--- config.mk ---
export PLATFORM = sky130hd
export DESIGN_NAME = multdiv_ctrl
export DESIGN_NICKNAME = d
export VERILOG_FILES = /design/src/rtl/multdiv_ctrl.sv
export SDC_FILE = /design/constraint.sdc
export NUM_CORES = 1
export LEC_CHECK = 0
export BUFFER_PORTS_ARGS = -buffer_cell sky130_fd_sc_hd__clkbuf_2
export CORE_ASPECT_RATIO = 1.1
export CORE_MARGIN = 2
export CORE_UTILIZATION = 40
export CTS_CLUSTER_SIZE = 16
export DETAILED_ROUTE_END_ITERATION = 10
export PLACE_DENSITY = 0.69
export SKIP_CTS_REPAIR_TIMING = 1
export SYNTH_ARGS = -nofsm -noshare
export SYNTH_HDL_FRONTEND = slang
export SYNTH_SLANG_ARGS = --single-unit
export TNS_END_PERCENT = 5
--- constraint.sdc ---
create_clock -name clock -period 2.9 [get_ports clock]
set_clock_uncertainty 0.2 [all_clocks]
set_input_delay 0.29 -clock clock [delete_from_list [all_inputs] [get_ports clock]]
set_output_delay 0.29 -clock clock [all_outputs]
set_load 0.01 [all_outputs]
--- src/rtl/multdiv_ctrl.sv ---
// Sequencing controller for an iterative multiply/divide datapath.
// Latches operands, drives init/step strobes and reports result-ready and exception.
module multdiv_ctrl #(
  parameter int MULT_STEPS = 16,
  parameter int DIV_STEPS  = 32
) (
  input  logic        clock,
  input  logic        reset,
  input  logic        ctrl_MULT,
  input  logic        ctrl_DIV,
  input  logic [31:0] data_operandA,
  input  logic [31:0] data_operandB,
  input  logic        dp_overflow,
  input  logic        dp_special,
  output logic [31:0] opA_q,
  output logic [31:0] opB_q,
  output logic        dp_is_div,
  output logic        dp_init,
  output logic        dp_step,
  output logic        dp_zero,
  output logic        data_resultRDY,
  output logic        data_exception,
  output logic        busy
);

  typedef enum logic [1:0] {
    S_IDLE = 2'd0,
    S_INIT = 2'd1,
    S_RUN  = 2'd2,
    S_DONE = 2'd3
  } state_t;

  localparam logic [5:0] MULT_LOAD = 6'(MULT_STEPS - 1);
  localparam logic [5:0] DIV_LOAD  = 6'(DIV_STEPS - 1);

  state_t      r_state;
  logic [5:0]  r_count;
  logic        r_divZero;
  logic        r_isDiv;
  logic [31:0] r_opA;
  logic [31:0] r_opB;
  logic        r_dpInit;
  logic        r_dpStep;
  logic        r_dpZero;
  logic        r_resultRdy;
  logic        r_exception;

  logic w_start;
  logic w_startDiv;
  logic w_startDivZero;

  // Multiply wins when both start lines are high.
  assign w_start        = ctrl_MULT | ctrl_DIV;
  assign w_startDiv     = ctrl_DIV & ~ctrl_MULT;
  assign w_startDivZero = w_startDiv & (data_operandB == 32'd0);

  // A start restarts from any state; strobes are registered alongside the state.
  always_ff @(posedge clock or posedge reset) begin
    if (reset) begin
      r_state     <= S_IDLE;
      r_count     <= 6'd0;
      r_divZero   <= 1'b0;
      r_isDiv     <= 1'b0;
      r_opA       <= 32'd0;
      r_opB       <= 32'd0;
      r_dpInit    <= 1'b0;
      r_dpStep    <= 1'b0;
      r_dpZero    <= 1'b0;
      r_resultRdy <= 1'b0;
      r_exception <= 1'b0;
    end else begin
      r_dpInit    <= 1'b0;
      r_dpStep    <= 1'b0;
      r_dpZero    <= 1'b0;
      r_resultRdy <= 1'b0;
      r_exception <= 1'b0;
      if (w_start) begin
        r_opA     <= data_operandA;
        r_opB     <= data_operandB;
        r_isDiv   <= w_startDiv;
        r_divZero <= w_startDivZero;
        if (w_startDivZero) begin
          r_state     <= S_DONE;
          r_count     <= 6'd0;
          r_resultRdy <= 1'b1;
          r_exception <= 1'b1;
          r_dpZero    <= 1'b1;
        end else begin
          r_state  <= S_INIT;
          r_count  <= w_startDiv ? DIV_LOAD : MULT_LOAD;
          r_dpInit <= 1'b1;
        end
      end else begin
        case (r_state)
          S_INIT: begin
            r_state  <= S_RUN;
            r_dpStep <= 1'b1;
          end
          S_RUN: begin
            if (r_count == 6'd0) begin
              r_state     <= S_DONE;
              r_resultRdy <= 1'b1;
              r_exception <= r_isDiv ? r_divZero : (dp_overflow & ~dp_special);
            end else begin
              r_count  <= r_count - 6'd1;
              r_dpStep <= 1'b1;
            end
          end
          S_DONE:  r_state <= S_IDLE;
          default: r_state <= S_IDLE;
        endcase
      end
    end
  end

  assign opA_q          = r_opA;
  assign opB_q          = r_opB;
  assign dp_is_div      = r_isDiv;
  assign dp_init        = r_dpInit;
  assign dp_step        = r_dpStep;
  assign dp_zero        = r_dpZero;
  assign data_resultRDY = r_resultRdy;
  assign data_exception = r_exception;
  assign busy           = (r_state != S_IDLE);

endmodule

Yosys cells after proc, flatten, opt, wreduce, memory -nomap -nowiden
Index checks and enable logic that the tools add are counted.
{ "word_totals": {"regBits": 79, "elab_cells": 50} }
{ "op_classes": {"muxes": 23, "reduce_logical": 5, "addsub": 1, "eq_ne": 4, "n_bitwise": 6} }
{ "ops": {"columns": ["op", "count"], "rows": [
  ["zero test 32 bit", 1],
  ["2-to-1 mux 6 bit", 3],
  ["2-to-1 mux 1 bit", 13],
  ["2-to-1 mux 5 bit", 2],
  ["zero test 6 bit", 1],
  ["2-to-1 mux 2 bit", 3],
  ["subtractor 6 x 1 -> 6 bit (second input constant)", 1],
  ["case mux 2 bit (2 select lines)", 1],
  ["nonzero test 2 bit", 2],
  ["bitwise AND 1 bit", 3],
  ["inequality test 3 bit (second input constant)", 1],
  ["== test 2 x 1 -> 1 bit (second input constant)", 1],
  ["== test 2 bit (second input constant)", 1],
  ["inequality test 2 bit (second input constant)", 1],
  ["NOT 1 bit", 2],
  ["case mux 1 bit (2 select lines)", 1],
  ["AND reduction 2 bit", 1],
  ["bitwise OR 1 bit", 1]
]} }

Depth between registers and ports, before layout
Gate-level depths: netlist of the first run.
{ "depth": {"word_depth": 6, "depth_mapped": 7} }

Least setup slack after synthesis of the first run
OpenSTA, ideal clock, no wires.
{ "synth_path": {"path_kind": "register to register", "start": "register r_count[0]", "end": "register r_count[0]", "n_path_buf": 1, "arrival_time_ns": 1.574, "required_time_ns": 2.550, "slack_ns": 0.975, "synth_period_minus_slack_ns": 1.925, "path_stages_with_launch": 8, "cell_sequence": "dfrtp_1 > inv_1 > ha_1 > or4b_1 > buf_2 > o21a_4 > nor4_1 > a211oi_1"} }
{ "synth_between": {"elab_chain_cells": 4} }
{ "synth_lines": {"columns": ["element", "line", "rtl"], "rows": [
  ["from (decl)", "37", "logic [5:0] r_count;"],
  ["from (signal assigned)", "90", "r_count <= w_startDiv ? DIV_LOAD : MULT_LOAD;"],
  ["from (signal assigned)", "105", "r_count <= r_count - 6'd1;"],
  ["subtractor 6 x 1 -> 6 bit", "105", null],
  ["2-to-1 mux 6 bit", "100", "if (r_count == 6'd0) begin"],
  ["2-to-1 mux 6 bit", "94", "case (r_state)"],
  ["2-to-1 mux 6 bit", "77", "if (w_start) begin"]
]} }
Parallel ways exist; a longest one is shown, timed or not. The select of a mux whose other input is x is not followed.
A chain may end at the register's enable or synchronous reset.

Worst setup path in the final report of the first run
{ "layout_path": {"start": "input port data_operandB[27]", "end": "register r_resultRdy, in the netlist data_resultRDY"} }
{ "layout_between": {"elab_chain_cells": 4} }
{ "layout_lines": {"columns": ["element", "line", "rtl"], "rows": [
  ["from (decl)", "12", "input logic [31:0] data_operandB,"],
  ["zero test 32 bit", "55", "assign w_startDivZero = w_startDiv & (data_operandB == 32'd0);"],
  ["bitwise AND 1 bit", "55", null],
  ["2-to-1 mux 1 bit", "82", "if (w_startDivZero) begin"],
  ["2-to-1 mux 1 bit", "77", null],
  ["to (signal assigned)", "69", "r_resultRdy <= 1'b0;"],
  ["to (signal assigned)", "75", "r_resultRdy <= 1'b0;"],
  ["to (signal assigned)", "85", "r_resultRdy <= 1'b1;"],
  ["to (decl)", "45", "logic r_resultRdy;"]
]} }
No other way between the ends.

==> results of run 1 <==
sequential cells by signal, summed over array words and instances, names as in the netlist, 2 cells and up:
signal   flops
opA_q       32
opB_q       32
r_count      6
r_state      2
power by group through the flow:
stage	Sequential (mW)	Clock, mW	Combinational, mW
3_3_place_gp	1.24	0	0.334
6_report	1.22	0.982	0.385
2_1_floorplan	1.28	0	0.131
3_5_place_dp	1.24	0	0.340
5_1_grt	1.24	1.05	0.420
4_1_cts	1.22	1.01	0.341
Yosys cell counts, types with 2 or more instances:
cell	count
a21oi_1	3
a31o_2	2
buf_2	8
dfrtp_1	79
ha_1	5
inv_1	8
mux2_2	64
nand2_1	4
nand4_1	2
nor2_1	8
nor3_1	4
nor4_1	10
o21ai_0	3
xor2_1	2
per-layer routing:
| layer | global-route usage (%) | share of wire (%) |
|---|---|---|
| met1 | 22.6 | 40 |
| met2 | 26.6 | 53 |
| met3 | 4.16 | 5.1 |
| met4 | 7.23 | 1.8 |
| met5 | 0 | 0 |
worst paths after layout:
kind / startpoint / end / slack (ns) / cells after the start
setup / recovery: data_operandB[27] / data_resultRDY$_DFF_PP0_ / 0.46 / 6
hold / removal: data_operandB[3] / opB_q[3]$_DFFE_PP0N_ / -0.007 / 2
setup reg to reg: r_count[0]$_DFFE_PP0P_ / r_count[0]$_DFFE_PP0P_ / 0.81 / 6
hold reg to reg: opB_q[21]$_DFFE_PP0N_ / opB_q[21]$_DFFE_PP0N_ / 0.31 / 1
max in group asynchronous: reset / opB_q[10]$_DFFE_PP0N_ / 1.39 / 4
min in group asynchronous: reset / opA_q[17]$_DFFE_PP0N_ / 0.35 / 3
final cells by class:
type	count	area share, %
clock buffers	11	2.98
clock inverters	5	2.22
inverters	8	0.660
multi-input cells	124	24.1
flip-flops and latches	79	41.7
well taps	108	2.85
repair buffers	189	25.4
critical path: cells and delay by family:
kind | cells | cell delay [ns]
AOI/OAI and AO/OA | 1 | 0.21
and+or+nand+nor | 3 | 1.33
buffers and inverters | 2 | 0.68
cell families after synthesis:
| family | Yosys count | share of synthesized area (%) |
|---|---|---|
| flops | 79 | 62.0 |
| mux | 65 | 22.9 |
| simple gates | 36 | 6.55 |
| xor+xnor | 2 | 0.550 |
| buf+inv | 17 | 2.32 |
| compound gates | 16 | 3.69 |
| fa+ha+maj | 5 | 1.96 |
==> impl_metrics.json, run 1 <==
{
  "avgSynthCellArea_um2": 14.5,
  "violations": "negative hold slack",
  "cts_buffers": 9,
  "nets": 486,
  "antenna_cells": 0,
  "switching_share_pct": 23.4,
  "vias": 2493,
  "slew_headroom_pct": 50.8,
  "first_global_vias": 2333,
  "viasPerCell": 4.76,
  "setup_violations": 0,
  "clock_sinks": 79,
  "cp.required_ns": 2.98,
  "rows": 34,
  "grt_pass1_wl_mm": 11.5,
  "p_per_area_nw_per_um2": 547,
  "ant_nets": 0,
  "synth_top_area_cell": "dfrtp_1",
  "n_fill_cell": 691,
  "ys_warn_count": 0,
  "dieArea_um2": 8700,
  "synth_edf_count": 0,
  "final_cell_mix": "clkbuf_2 (140), dfrtp_1 (79), mux2_2 (64), dlygate4sd3_1 (45)",
  "final_max_slew_viol_count": 0,
  "htreeDepth": 3,
  "cp.arrival_ns": 2.52,
  "end_kind": "flop",
  "clkSlewWorstSetupHoldPaths_ns": 0.08,
  "wire_per_inst_um": 14.9,
  "fin_total_pwr_mw": 2.59,
  "critical_path_class": "in -> reg",
  "dp_cells": 463,
  "grt_max_degree": 40,
  "final_common_cell": "clkbuf_2",
  "drt_iter0_markers": 81,
  "die-height_um": 97.6,
  "io_pins": 141,
  "grt_antenna_before_repair": 0,
  "clock_latency_ns": 0.34,
  "core-area_um2": 7830,
  "synth_top_area_share_pct": 62.0,
  "cp_max_fo": 4,
  "routed_wl_mm": 7.79,
  "slowest_delay_ns": 0.68,
  "max_freq_mhz": 410,
  "synth.top_cells.by_area": "dfrtp_1 (62%), mux2_2 (23%), ha_1 (2.0%)",
  "ys_ff_latch": 79,
  "multiInputGateArea_um2": 1140,
  "initial_utilization_pct": 40.7,
  "cts_tree": "yes",
  "period_share_pct": 84.1,
  "fin_area_um2": 4740,
  "pre_cts_ws_ns": 0.617,
  "setup_tns_ns": 0,
  "syn_to_final_growth_pct": 48.7,
  "timing.final.ws_setup_ns": 0.460,
  "final-seq-area_um2": 1980,
  "cap_violations": 0,
  "cts-root-buf": "clkbuf_8",
  "syn-cell-area_um2": 3190,
  "grt-ovfl-total": 0,
  "p_seq_share_pct": 47.2,
  "synthFlopType": "dfrtp_1",
  "vdd_ir_drop_max_mv": 0.298,
  "start_kind": "input port",
  "clockBufferDepth": 2,
  "ys_async_sr_fraction_pct": 100,
  "drive_gt1_share_pct": 55.5,
  "firstDrtPassIters": 4,
  "syn_nets": 295,
  "instances_no_fill": 524,
  "crit_slowest_cell": "nor4_1",
  "drc": 0,
  "crit_chain": "dlygate4sd3_1, clkbuf_2, nor4_1, nand4_1, nor4_1, a31o_2",
  "grt.total_usage_pct": 17.1,
  "p_clk_share_pct": 37.9,
  "syn_inst": 220,
  "synth_cell_types": 32,
  "hp-class": "in -> reg",
  "dp_hpwl_mm": 5.40,
  "synth-seq-area-share_pct": 62.0,
  "power_frac_comb_pct": 14.9,
  "worstMarginPinSlew_ns": 0.731,
  "port_buffers": 140,
  "rsz0062_at_grt": "no",
  "placed_area_um2": 4040,
  "whs_ns": -0.00749,
  "status": "complete, but fails checks",
  "internal_power_mw": 1.99,
  "hold_violations": 2,
  "period_minus_slack_ns": 2.44,
  "gp_congestion": 0.758,
  "cp_common_cell": "nor4_1",
  "switchingPower_uw": 606,
  "die_x_um": 89.1,
  "final_util_pct": 60.6,
  "power_leakage_nw": 2.27
}
Note: power is estimated with default switching activity, not from simulation.
==> run 2, diff against run 1 <==
ABC_AREA = 1   (was unset)
clock period = 2.6 ns   (was 2.9 ns; I/O delays follow)
==> run 2 against run 1 <==
The flow now finishes without violations. Register-to-register slack better by 0.20 ns. Count of clock-buffer cells in the layout up 1. Sequential power rose by 13%. Critical path depth stayed put. Wire length increased by 16%. Power rose by 6.6%. Largest cell class unchanged.
==> impl_metrics.json, run 2 <==
{
  "status": "complete, no violations",
  "slew_headroom_pct": 28.1,
  "avgSynthCellArea_um2": 8.33,
  "rows": 34,
  "reg2reg_from": "r_count[0]$_DFFE_PP0P_",
  "clockBufferDepth": 2,
  "gp_congestion": 0.775,
  "synth_top_area_cell": "dfrtp_1",
  "initial_utilization_pct": 41.6,
  "vdd_ir_drop_max_mv": 0.257,
  "grt-ovfl-total": 0,
  "grt_pass1_wl_mm": 13.2,
  "viasPerCell": 4.49,
  "dieArea_um2": 9050,
  "hold_violations": 0,
  "syn_inst": 399,
  "period_minus_slack_ns": 2.09,
  "clock_sinks": 79,
  "p_per_area_nw_per_um2": 554,
  "cp.required_ns": 2.68,
  "max_freq_mhz": 478,
  "start_kind": "input port",
  "grt.total_usage_pct": 18.3,
  "vias": 3210,
  "instances_no_fill": 715,
  "die_x_um": 90.9,
  "firstDrtPassIters": 4,
  "cts-root-buf": "clkbuf_8",
  "cap_violations": 0,
  "ys_async_sr_fraction_pct": 100,
  "antenna_cells": 0,
  "cts_buffers": 9,
  "routed_wl_mm": 9.02,
  "synth.top_cells.by_area": "dfrtp_1 (59%), nand2_1 (25%), nor2_1 (3.3%)",
  "port_buffers": 140,
  "hp-class": "in -> reg",
  "synth_edf_count": 0,
  "final_cell_mix": "nand2_1 (224), clkbuf_2 (140), dfrtp_1 (79), dlygate4sd3_1 (66), nor2_1 (29)",
  "synthFlopType": "dfrtp_1",
  "worstMarginPinSlew_ns": 1.08,
  "final_common_cell": "nand2_1",
  "core-area_um2": 8000,
  "grt_max_degree": 75,
  "ys_warn_count": 0,
  "end_kind": "flop",
  "setup_tns_ns": 0,
  "ant_nets": 0,
  "wire_per_inst_um": 12.6,
  "ys_ff_latch": 79,
  "whs_ns": 0.0123,
  "syn_nets": 474,
  "setup_violations": 0,
  "cp.arrival_ns": 2.17,
  "timing.final.ws_setup_ns": 0.506,
  "worstSetupStartpoint": "ctrl_MULT",
  "power_leakage_nw": 2.77,
  "cts_tree": "yes",
  "htreeDepth": 3,
  "clock_latency_ns": 0.34,
  "drive_gt1_share_pct": 27.2,
  "dp_hpwl_mm": 5.56,
  "drt_iter0_markers": 138,
  "nets": 678,
  "grt_antenna_before_repair": 0,
  "drc": 0,
  "ys_top_cells_by_count": "nand2_1 (224), dfrtp_1 (79), nor2_1 (29), inv_1 (20), buf_2 (11)",
  "critical_path_class": "in -> reg",
  "cp_max_fo": 66,
  "pre_cts_ws_ns": 0.750,
  "synth_cell_types": 18,
  "final_max_slew_viol_count": 0,
  "first_global_vias": 2880,
  "io_pins": 141,
  "clkSlewWorstSetupHoldPaths_ns": 0.07,
  "fin_total_pwr_mw": 2.76,
  "rsz0062_at_grt": "no",
  "yosysMostFrequentCell": "nand2_1",
  "die-height_um": 99.6,
  "syn_to_final_growth_pct": 50.2,
  "period_share_pct": 80.5,
  "worstHoldStart": "ctrl_DIV",
  "synth-seq-area-share_pct": 59.5,
  "dp_cells": 634,
  "syn-cell-area_um2": 3320,
  "synth_top_area_share_pct": 59.5
}
[run 2: cell types whose count changed after synthesis, sizes merged, moves of 2 or more]
cell,delta
a31o,-2
buf,+4
clkbuf,+2
inv,+12
mux2,-64
nand2,+223
nand3,+4
nor2,+24
nor3,-4
nor4,-11
o21ai,+6
xor2,-2
[run 2: cell type report]
type	count	area (µm²)
Clock buffer	12	155
Clock inverter	3	42.5
Fill cell	735	3010
Inverter	20	76.3
Multi-Input combinational cell	285	1200
Sequential cell	79	1980
Tap cell	108	135
Timing Repair Buffer	208	1400
[run 2: path summary, 6_finish.rpt]
check,depth (start not counted),slack [ns],end
max reg2reg,7,1.01,r_count[1]$_DFFE_PP0P_
min in group asynchronous,3,0.30,opA_q[7]$_DFFE_PP0N_
max,6,0.51,r_count[3]$_DFFE_PP0P_
min,3,0.01,dp_is_div$_DFFE_PP0N_
min reg2reg,2,0.28,opB_q[7]$_DFFE_PP0N_
max in group asynchronous,4,1.27,opB_q[9]$_DFFE_PP0N_
[run 2: power by group]
part	switching, mW	internal, mW
registers	0.0569	1.32
clock network	0.426	0.490
logic	0.251	0.219
total	0.733	2.03
[run 2: routing by layer]
metal | wire length [µm] | part of all wire, % | track usage (%)
met1 | 3770 | 42 | 22.5
met2 | 4670 | 52 | 31.2
met3 | 488 | 5.4 | 6.06
met4 | 93 | 1.0 | 5.13
met5 | 0 | 0 | 0
[run 2: kinds of logic after synthesis]
logic type,count (synthesis),share of synthesized area (%)
simple gates,265,31.7
flops,79,59.5
buf+inv,35,4.48
compound gates,14,2.18
fa+ha+maj,5,1.88
xor+xnor,1,0.264
[run 2: critical path, cell delays in order]
cell and delay (ns):
dlygate4sd3_1 0.53, clkbuf_2 0.15, nor2_4 0.05, inv_2 0.75
nand2_1 0.25, nand2_1 0.13
[run 2: metrics by stage]
step                      utilization, %  area, µm²
after CTS                           54.1       4330
after global placement              51.7       4130
after global routing                62.4       4990
after detailed placement            51.7       4130
after floorplan                        -       3320
final                               62.4       4990
